<file path="src/rtl/ahb_arb_if.sv">
// Arbitration-side AHB signals shared by the bus fabric (master modport) and the
// arbiter (slave modport).
interface ahb_arb_if #(
    parameter int unsigned NUM_MASTERS = 4,
    parameter int unsigned MW          = 2
);
    logic [NUM_MASTERS-1:0] HBUSREQ;
    logic [NUM_MASTERS-1:0] HLOCK;
    logic [1:0]             HTRANS;
    logic [2:0]             HBURST;
    logic                   HREADY;
    logic [1:0]             HRESP;
    logic [NUM_MASTERS-1:0] HGRANT;
    logic [MW-1:0]          HMASTER;
    logic                   HMASTLOCK;

    modport master (
        output HBUSREQ, HLOCK, HTRANS, HBURST, HREADY, HRESP,
        input  HGRANT, HMASTER, HMASTLOCK
    );

    modport slave (
        input  HBUSREQ, HLOCK, HTRANS, HBURST, HREADY, HRESP,
        output HGRANT, HMASTER, HMASTLOCK
    );
endinterface

</file>
<file path="src/rtl/ahb_bus_arbiter.sv">
// Round-robin AHB arbiter with burst-aware handover. Define AHB_ARB_LOCK_EN to let a
// master holding HLOCK keep the bus; otherwise HLOCK is ignored and HMASTLOCK is 0.
module ahb_bus_arbiter #(
    parameter int unsigned NUM_MASTERS    = 4,
    parameter int unsigned DEFAULT_MASTER = 0,
    parameter int unsigned MW             = 2
) (
    input logic      HCLK,
    input logic      HRESETn,
    ahb_arb_if.slave bus
);
    localparam logic [1:0] TransIdle   = 2'b00;
    localparam logic [1:0] TransBusy   = 2'b01;
    localparam logic [1:0] TransNonseq = 2'b10;
    localparam logic [1:0] RespError   = 2'b01;

    typedef enum logic {StIdle, StBurst} state_e;

    state_e        state_q, state_d;
    logic [4:0]    beat_cnt_q, beat_cnt_d;
    logic [MW-1:0] grant_idx_q, grant_idx_d;
    logic [MW-1:0] rr_ptr_q, rr_ptr_d;
    logic [MW-1:0] hmaster_q;
    logic [MW-1:0] rr_winner, rr_idx;
    logic          any_req, hold, owner_granted, owner_req;
    logic [4:0]    len;

    function automatic logic [4:0] burst_len(input logic [2:0] hburst);
        case (hburst)
            3'b000:         return 5'd1;
            3'b001:         return 5'd0;
            3'b010, 3'b011: return 5'd4;
            3'b100, 3'b101: return 5'd8;
            default:        return 5'd16;
        endcase
    endfunction

    // Walk downwards so the last hit is the first requester after rr_ptr.
    always_comb begin
        rr_winner = MW'(DEFAULT_MASTER);
        any_req   = 1'b0;
        rr_idx    = '0;
        for (int i = NUM_MASTERS; i >= 1; i--) begin
            rr_idx = MW'((int'(rr_ptr_q) + i) % NUM_MASTERS);
            if (bus.HBUSREQ[rr_idx]) begin
                rr_winner = rr_idx;
                any_req   = 1'b1;
            end
        end
    end

`ifdef AHB_ARB_LOCK_EN
    logic hmastlock_q;
`endif

    always_comb begin
        owner_granted = (grant_idx_q == hmaster_q);
        owner_req     = bus.HBUSREQ[hmaster_q];
        len           = burst_len(bus.HBURST);
        state_d       = state_q;
        beat_cnt_d    = beat_cnt_q;
        hold          = 1'b0;
        if (bus.HRESP == RespError) begin
            state_d    = StIdle;
            beat_cnt_d = '0;
        end else if (bus.HTRANS == TransNonseq && owner_granted) begin
            // The NONSEQ itself is the first counted beat; a zero length marks INCR.
            if (len == 5'd0) begin
                hold       = owner_req;
                state_d    = owner_req ? StBurst : StIdle;
                beat_cnt_d = '0;
            end else if (len == 5'd1) begin
                state_d    = StIdle;
                beat_cnt_d = '0;
            end else begin
                hold       = 1'b1;
                state_d    = StBurst;
                beat_cnt_d = len - 5'd1;
            end
        end else if (state_q == StBurst) begin
            if (bus.HTRANS == TransIdle) begin
                state_d    = StIdle;
                beat_cnt_d = '0;
            end else if (beat_cnt_q == 5'd0) begin
                if (owner_req) begin
                    hold = 1'b1;
                end else begin
                    state_d = StIdle;
                end
            end else if (bus.HTRANS == TransBusy) begin
                hold = 1'b1;
            end else if (beat_cnt_q == 5'd1) begin
                state_d    = StIdle;
                beat_cnt_d = '0;
            end else begin
                hold       = 1'b1;
                beat_cnt_d = beat_cnt_q - 5'd1;
            end
        end
`ifdef AHB_ARB_LOCK_EN
        // Stay until the lock drops and one unlocked transfer has gone through.
        if (bus.HLOCK[grant_idx_q] || (hmastlock_q && owner_granted)) begin
            hold = 1'b1;
        end
`endif
        grant_idx_d = grant_idx_q;
        rr_ptr_d    = rr_ptr_q;
        if (!hold) begin
            grant_idx_d = rr_winner;
            if (any_req) begin
                rr_ptr_d = rr_winner;
            end
        end
    end

    always_ff @(posedge HCLK or negedge HRESETn) begin
        if (!HRESETn) begin
            state_q     <= StIdle;
            beat_cnt_q  <= '0;
            grant_idx_q <= MW'(DEFAULT_MASTER);
            hmaster_q   <= MW'(DEFAULT_MASTER);
            rr_ptr_q    <= MW'(DEFAULT_MASTER);
        end else if (bus.HREADY) begin
            state_q     <= state_d;
            beat_cnt_q  <= beat_cnt_d;
            grant_idx_q <= grant_idx_d;
            hmaster_q   <= grant_idx_q;
            rr_ptr_q    <= rr_ptr_d;
        end
    end

`ifdef AHB_ARB_LOCK_EN
    always_ff @(posedge HCLK or negedge HRESETn) begin
        if (!HRESETn) begin
            hmastlock_q <= 1'b0;
        end else if (bus.HREADY) begin
            hmastlock_q <= bus.HLOCK[grant_idx_q];
        end
    end

    assign bus.HMASTLOCK = hmastlock_q;
`else
    assign bus.HMASTLOCK = 1'b0;
`endif

    assign bus.HGRANT  = NUM_MASTERS'(1) << grant_idx_q;
    assign bus.HMASTER = hmaster_q;
endmodule

</file>
<file path="src/flat_wrapper.sv">
// flat-port wrapper written by rule: the top's interface ports become plain ports
module ahb_bus_arbiter_flat 
#(
    parameter int unsigned NUM_MASTERS    = 4,
    parameter int unsigned DEFAULT_MASTER = 0,
    parameter int unsigned MW             = 2
)
  (HCLK, HRESETn, bus_HBUSREQ, bus_HLOCK, bus_HTRANS, bus_HBURST, bus_HREADY, bus_HRESP, bus_HGRANT, bus_HMASTER, bus_HMASTLOCK);
  ahb_arb_if #(.NUM_MASTERS(NUM_MASTERS), .MW(MW)) bus_i ();
  input logic HCLK;
  input logic HRESETn;
  input wire logic [$bits(bus_i.HBUSREQ)-1:0] bus_HBUSREQ;
  input wire logic [$bits(bus_i.HLOCK)-1:0] bus_HLOCK;
  input wire logic [$bits(bus_i.HTRANS)-1:0] bus_HTRANS;
  input wire logic [$bits(bus_i.HBURST)-1:0] bus_HBURST;
  input wire logic [$bits(bus_i.HREADY)-1:0] bus_HREADY;
  input wire logic [$bits(bus_i.HRESP)-1:0] bus_HRESP;
  output wire logic [$bits(bus_i.HGRANT)-1:0] bus_HGRANT;
  output wire logic [$bits(bus_i.HMASTER)-1:0] bus_HMASTER;
  output wire logic [$bits(bus_i.HMASTLOCK)-1:0] bus_HMASTLOCK;
  assign bus_i.HBUSREQ = bus_HBUSREQ;
  assign bus_i.HLOCK = bus_HLOCK;
  assign bus_i.HTRANS = bus_HTRANS;
  assign bus_i.HBURST = bus_HBURST;
  assign bus_i.HREADY = bus_HREADY;
  assign bus_i.HRESP = bus_HRESP;
  assign bus_HGRANT = bus_i.HGRANT;
  assign bus_HMASTER = bus_i.HMASTER;
  assign bus_HMASTLOCK = bus_i.HMASTLOCK;
  ahb_bus_arbiter #(.NUM_MASTERS(NUM_MASTERS), .DEFAULT_MASTER(DEFAULT_MASTER), .MW(MW)) u_core (.HCLK(HCLK), .HRESETn(HRESETn), .bus(bus_i));
endmodule
</file>
<file path="config.mk">
export PLATFORM = sky130hd
export DESIGN_NAME = ahb_bus_arbiter_flat
export DESIGN_NICKNAME = d
export VERILOG_FILES = /design/src/rtl/ahb_arb_if.sv /design/src/rtl/ahb_bus_arbiter.sv /design/src/flat_wrapper.sv
export SDC_FILE = /design/constraint.sdc
export NUM_CORES = 1
export LEC_CHECK = 0
export CORE_UTILIZATION = 40
export CTS_BUF_LIST = sky130_fd_sc_hd__clkbuf_8
export CTS_CLUSTER_SIZE = 14
export DETAILED_ROUTE_END_ITERATION = 10
export PLACE_DENSITY = 0.79
export SLEW_MARGIN = 30
export SYNTH_ARGS = -nofsm -noshare
export SYNTH_HDL_FRONTEND = slang
export SYNTH_SLANG_ARGS = --single-unit
</file>
<file path="constraint.sdc">
create_clock -name HCLK -period 2.4 [get_ports HCLK]
set_input_delay 0.48 -clock HCLK [delete_from_list [all_inputs] [get_ports HCLK]]
set_output_delay 0.48 -clock HCLK [all_outputs]
set_load 0.01 [all_outputs]
</file>
==> summary.txt <==
Setup path
  – CP delay by family, top: compound AO/OA/AOI/OAI gates
  – Arr. time, crit path: 2410 ps
  – Critical path required time: 2530 ps
  – CP max stage delay: ~400 ps
  – Type of origin of the critical path: flop
  – Crit path cell chain: inv_1 > ha_1 > nor4b_1 > a211oi_1 > o31ai_4 > mux2_2
  – CP Class: reg2reg
  – Slowest CP cell: dfrtp_1
  – Worst path buffer plus inverter count: 1
  – CP max FO: 9
  – CP Capture Type: flop

Yosys
  – Yosys reg bits: 12
  – Leading post-synthesis cells by cell area: dfrtp_1, ha_1, mux2i_1, nor2b_1, mux2_2
  – Cell variety after synth: 48
  – Synthesized Nets: between 100 and 150
  – Ys flop type: dfrtp_1
  – Synth Instances: roughly 110
  – Post-synth EDFFs: 0
  – Register area share after synthesis: between 20% and 30%
  – Synth area leader: dfrtp_1
  – Synthesized cell area: 0.00105 mm²
  – Synth warnings: 0
  – Syn Area/Cell: just under 10 µm²
  – Area share of the leading cell type in the synthesized netlist: ~29%
  – FFs w/ async S/R, synth: 100%

GRT
  – Met1 usage in global routing: 24.7%
  – Largest net degree at the start of global routing: 13
  – First-pass GRT wire length: about 4000 µm
  – Initial antenna violation count: 0
  – GR Util met3: around 2.6%
  – Vias in the first global route: just under 900
  – M2 GR Usage: 32.1%
  – Gr ovfl total: 0
  – GRT Total Usage: approximately a fifth
  – Busiest grt layer: met2

Clock tree
  – CTS tree: built
  – CTS buffer count: 3
  – H-tree depth: 1
  – Latest clock arrival within the worst-skew pair: around 240 ps
  – Clk slew on worst S/H paths: about 50 ps
  – Clk root buf: clkbuf_8
  – Clk buf depth: 2
  – Clock Sinks: 12
  – Resized cells post-CTS: 0
  – Post-CTS Setup Bufs: 0
  – Hold buffers post-CTS: 0

STA
  – Ratio of final minimum period to clock period: about 95%
  – Endpoints failing hold: 0
  – Final hold slack: between 500 and 600 ps
  – Worst setup margin: ~120 ps
  – Skew final: between 7 and 8 ps
  – Fmax: 438 MHz
  – Fin crit period: roughly 2300 ps
  – Fin. max-slew vios: 0
  – Final setup vio count: 0
  – RSZ-0062 raised after global routing: false
  – Relative slew margins: about 62%
  – Worst slew pin tran: approximately 570 ps

Route
  – First-pass detailed-route iteration total: 4
  – Routed wire per std cell: 14.5 µm
  – Vias: ~960
  – Residual DRC: 0
  – 1st-iter DRT viols: 35
  – DR vias/cell: 5.77
  – Total Wirelength: ~2400 µm
  – Post-route ant nets: 0

Power
  – Power Dens Cells: around 1000 mW/mm²
  – Peak supply drop: a little under 0.8 mV
  – Pleak: 0.599 nW

Floorplan
  – # IOs: 25
  – Initial Util: 42.3%
  – # rows: 18
  – Die Ht: ~53 µm
  – Die width: 53.2 µm
  – Die area: between 0.002 and 0.003 mm²
  – Core Region: about 0.0025 mm²

Final layout
  – Final instance area: between 0.001 and 0.0015 mm²
  – Fillers: about 230
  – Multi-input logic area: ~720 µm²
  – Register area: between 300 and 400 µm²
  – Area grow syn2layout: 32.0%
  – Share of layout cells above drive strength 1: between 20% and 30%
  – Ant. Diodes: 0
  – Nets: approximately 160
  – Fin cells: 167

Run status
  – Status: finished, final reports clean

Placement
  – Placed insts: 164
  – Post-DP HPWL: approximately 1900 µm
  – Post-placement setup slack: -222 ps
  – Port Buffers: 19
  – Final Wtd Congestion: around 0.9
  – Cell Area, Placed: around 0.0013 mm²

Worst hold path
  – Hold Path Class: reg2reg

Run
  – Maxcap violations: 0
-- cells in the mapped netlist (2+ instances only) --
| master | instances |
|---|---|
| nand3_1 | 2 |
| and2_1 | 2 |
| buf_2 | 2 |
| nor2b_1 | 6 |
| o2bb2ai_1 | 2 |
| nor2_1 | 6 |
| nand2_1 | 6 |
| o21ai_0 | 5 |
| xnor2_1 | 3 |
| xor2_1 | 3 |
| inv_1 | 6 |
| nand2b_1 | 4 |
| ha_1 | 4 |
| mux2_2 | 3 |
| mux2i_1 | 5 |
| and3_1 | 2 |
| nor4b_1 | 3 |
| a21oi_1 | 4 |
| dfrtp_1 | 12 |
-- metal layers --
metal  up-vias  wire, µm  share of wire, %
met5         -         0                 0
met4         0        25               1.0
met1       463      1020                42
met3         4       138               5.7
met2        36      1240                51
li1        461         -                 -
-- registers in the layout, summed over array words and instances (netlist names) --
register and flops:
u_core.state_q 1, u_core.bus.HMASTER 2, u_core.grant_idx_q 2, u_core.beat_cnt_q 5, u_core.rr_ptr_q 2
-- through the flow --
step	power, mW	TNS [ps]	util [%]
final	1.42	0	55.9
after global routing	1.52	0	55.9
after CTS	1.41	0	55.2
after detailed placement	1.22	-1110	53.5
after global placement	1.19	-724	53.5
after floorplan	0.955	0	-
-- tightest hold or removal path: stages (launching register included) --
cell,delay (ps)
dfrtp_1,370
nand2_1,50
o21ai_0,60
-- cells in the final DEF (no fill, tap or decap), types with 2 or more instances in the layout --
master / Yosys / routed
clkdlybuf4s50_1: 0 / 16
dfrtp_1: 12 / 12
buf_4: 1 / 9
inv_1: 6 / 6
nor2_1: 6 / 6
nor2b_1: 6 / 6
nand2_1: 6 / 6
mux2i_1: 5 / 5
o21ai_0: 5 / 5
nand2b_1: 4 / 4
a21oi_1: 4 / 4
xnor2_1: 3 / 3
xor2_1: 3 / 3
mux2_2: 3 / 3
ha_1: 4 / 3
clkbuf_8: 0 / 3
dlymetal6s2s_1: 0 / 3
and2_1: 2 / 2
nor4b_1: 3 / 2
and3_1: 2 / 2
nand3_1: 2 / 2
o2bb2ai_1: 2 / 2
-- logic make-up after synthesis --
kind of cell / count (synthesis) / share of synthesized area [%]
and+or+nand+nor: 38 / 21.7
AOI/OAI and AO/OA: 29 / 24.1
buffers and inverters: 9 / 3.82
DFF: 12 / 28.6
other: 1 / 0.358
xor gates and xnor gates: 6 / 5.01
adders and majority gates: 4 / 4.77
muxes: 10 / 11.6
-- cell type report --
| type | count | share of cell area (%) |
|---|---|---|
| multi-input cells | 88 | 51.8 |
| flip-flops and latches | 12 | 21.7 |
| repair buffers | 28 | 19.2 |
| clock buffers | 3 | 2.98 |
| well taps | 30 | 2.71 |
| inverters | 6 | 1.63 |
-- power breakdown --
group          switching [mW]  total, mW  internal (mW)
Clock                  0.0726      0.183          0.110
Sequential              0.136      0.429          0.293
Combinational           0.365      0.806          0.441
-- path summary, 6_finish.rpt --
check	endpoint	from	cells past startpoint	slack (ps)
max	u_core.beat_cnt_q[2]$_DFFE_PN0P_	u_core.beat_cnt_q[0]$_DFFE_PN0P_	6	120
min	u_core.beat_cnt_q[1]$_DFFE_PN0P_	u_core.beat_cnt_q[1]$_DFFE_PN0P_	2	520
max reg2reg	u_core.beat_cnt_q[2]$_DFFE_PN0P_	u_core.beat_cnt_q[0]$_DFFE_PN0P_	6	120
min reg2reg	u_core.beat_cnt_q[1]$_DFFE_PN0P_	u_core.beat_cnt_q[1]$_DFFE_PN0P_	2	520
max in group asynchronous	u_core.rr_ptr_q[1]$_DFFE_PN0P_	HRESETn	1	1420
min in group asynchronous	u_core.beat_cnt_q[3]$_DFFE_PN0P_	HRESETn	1	600
Power figures use the tool's default switching activity.
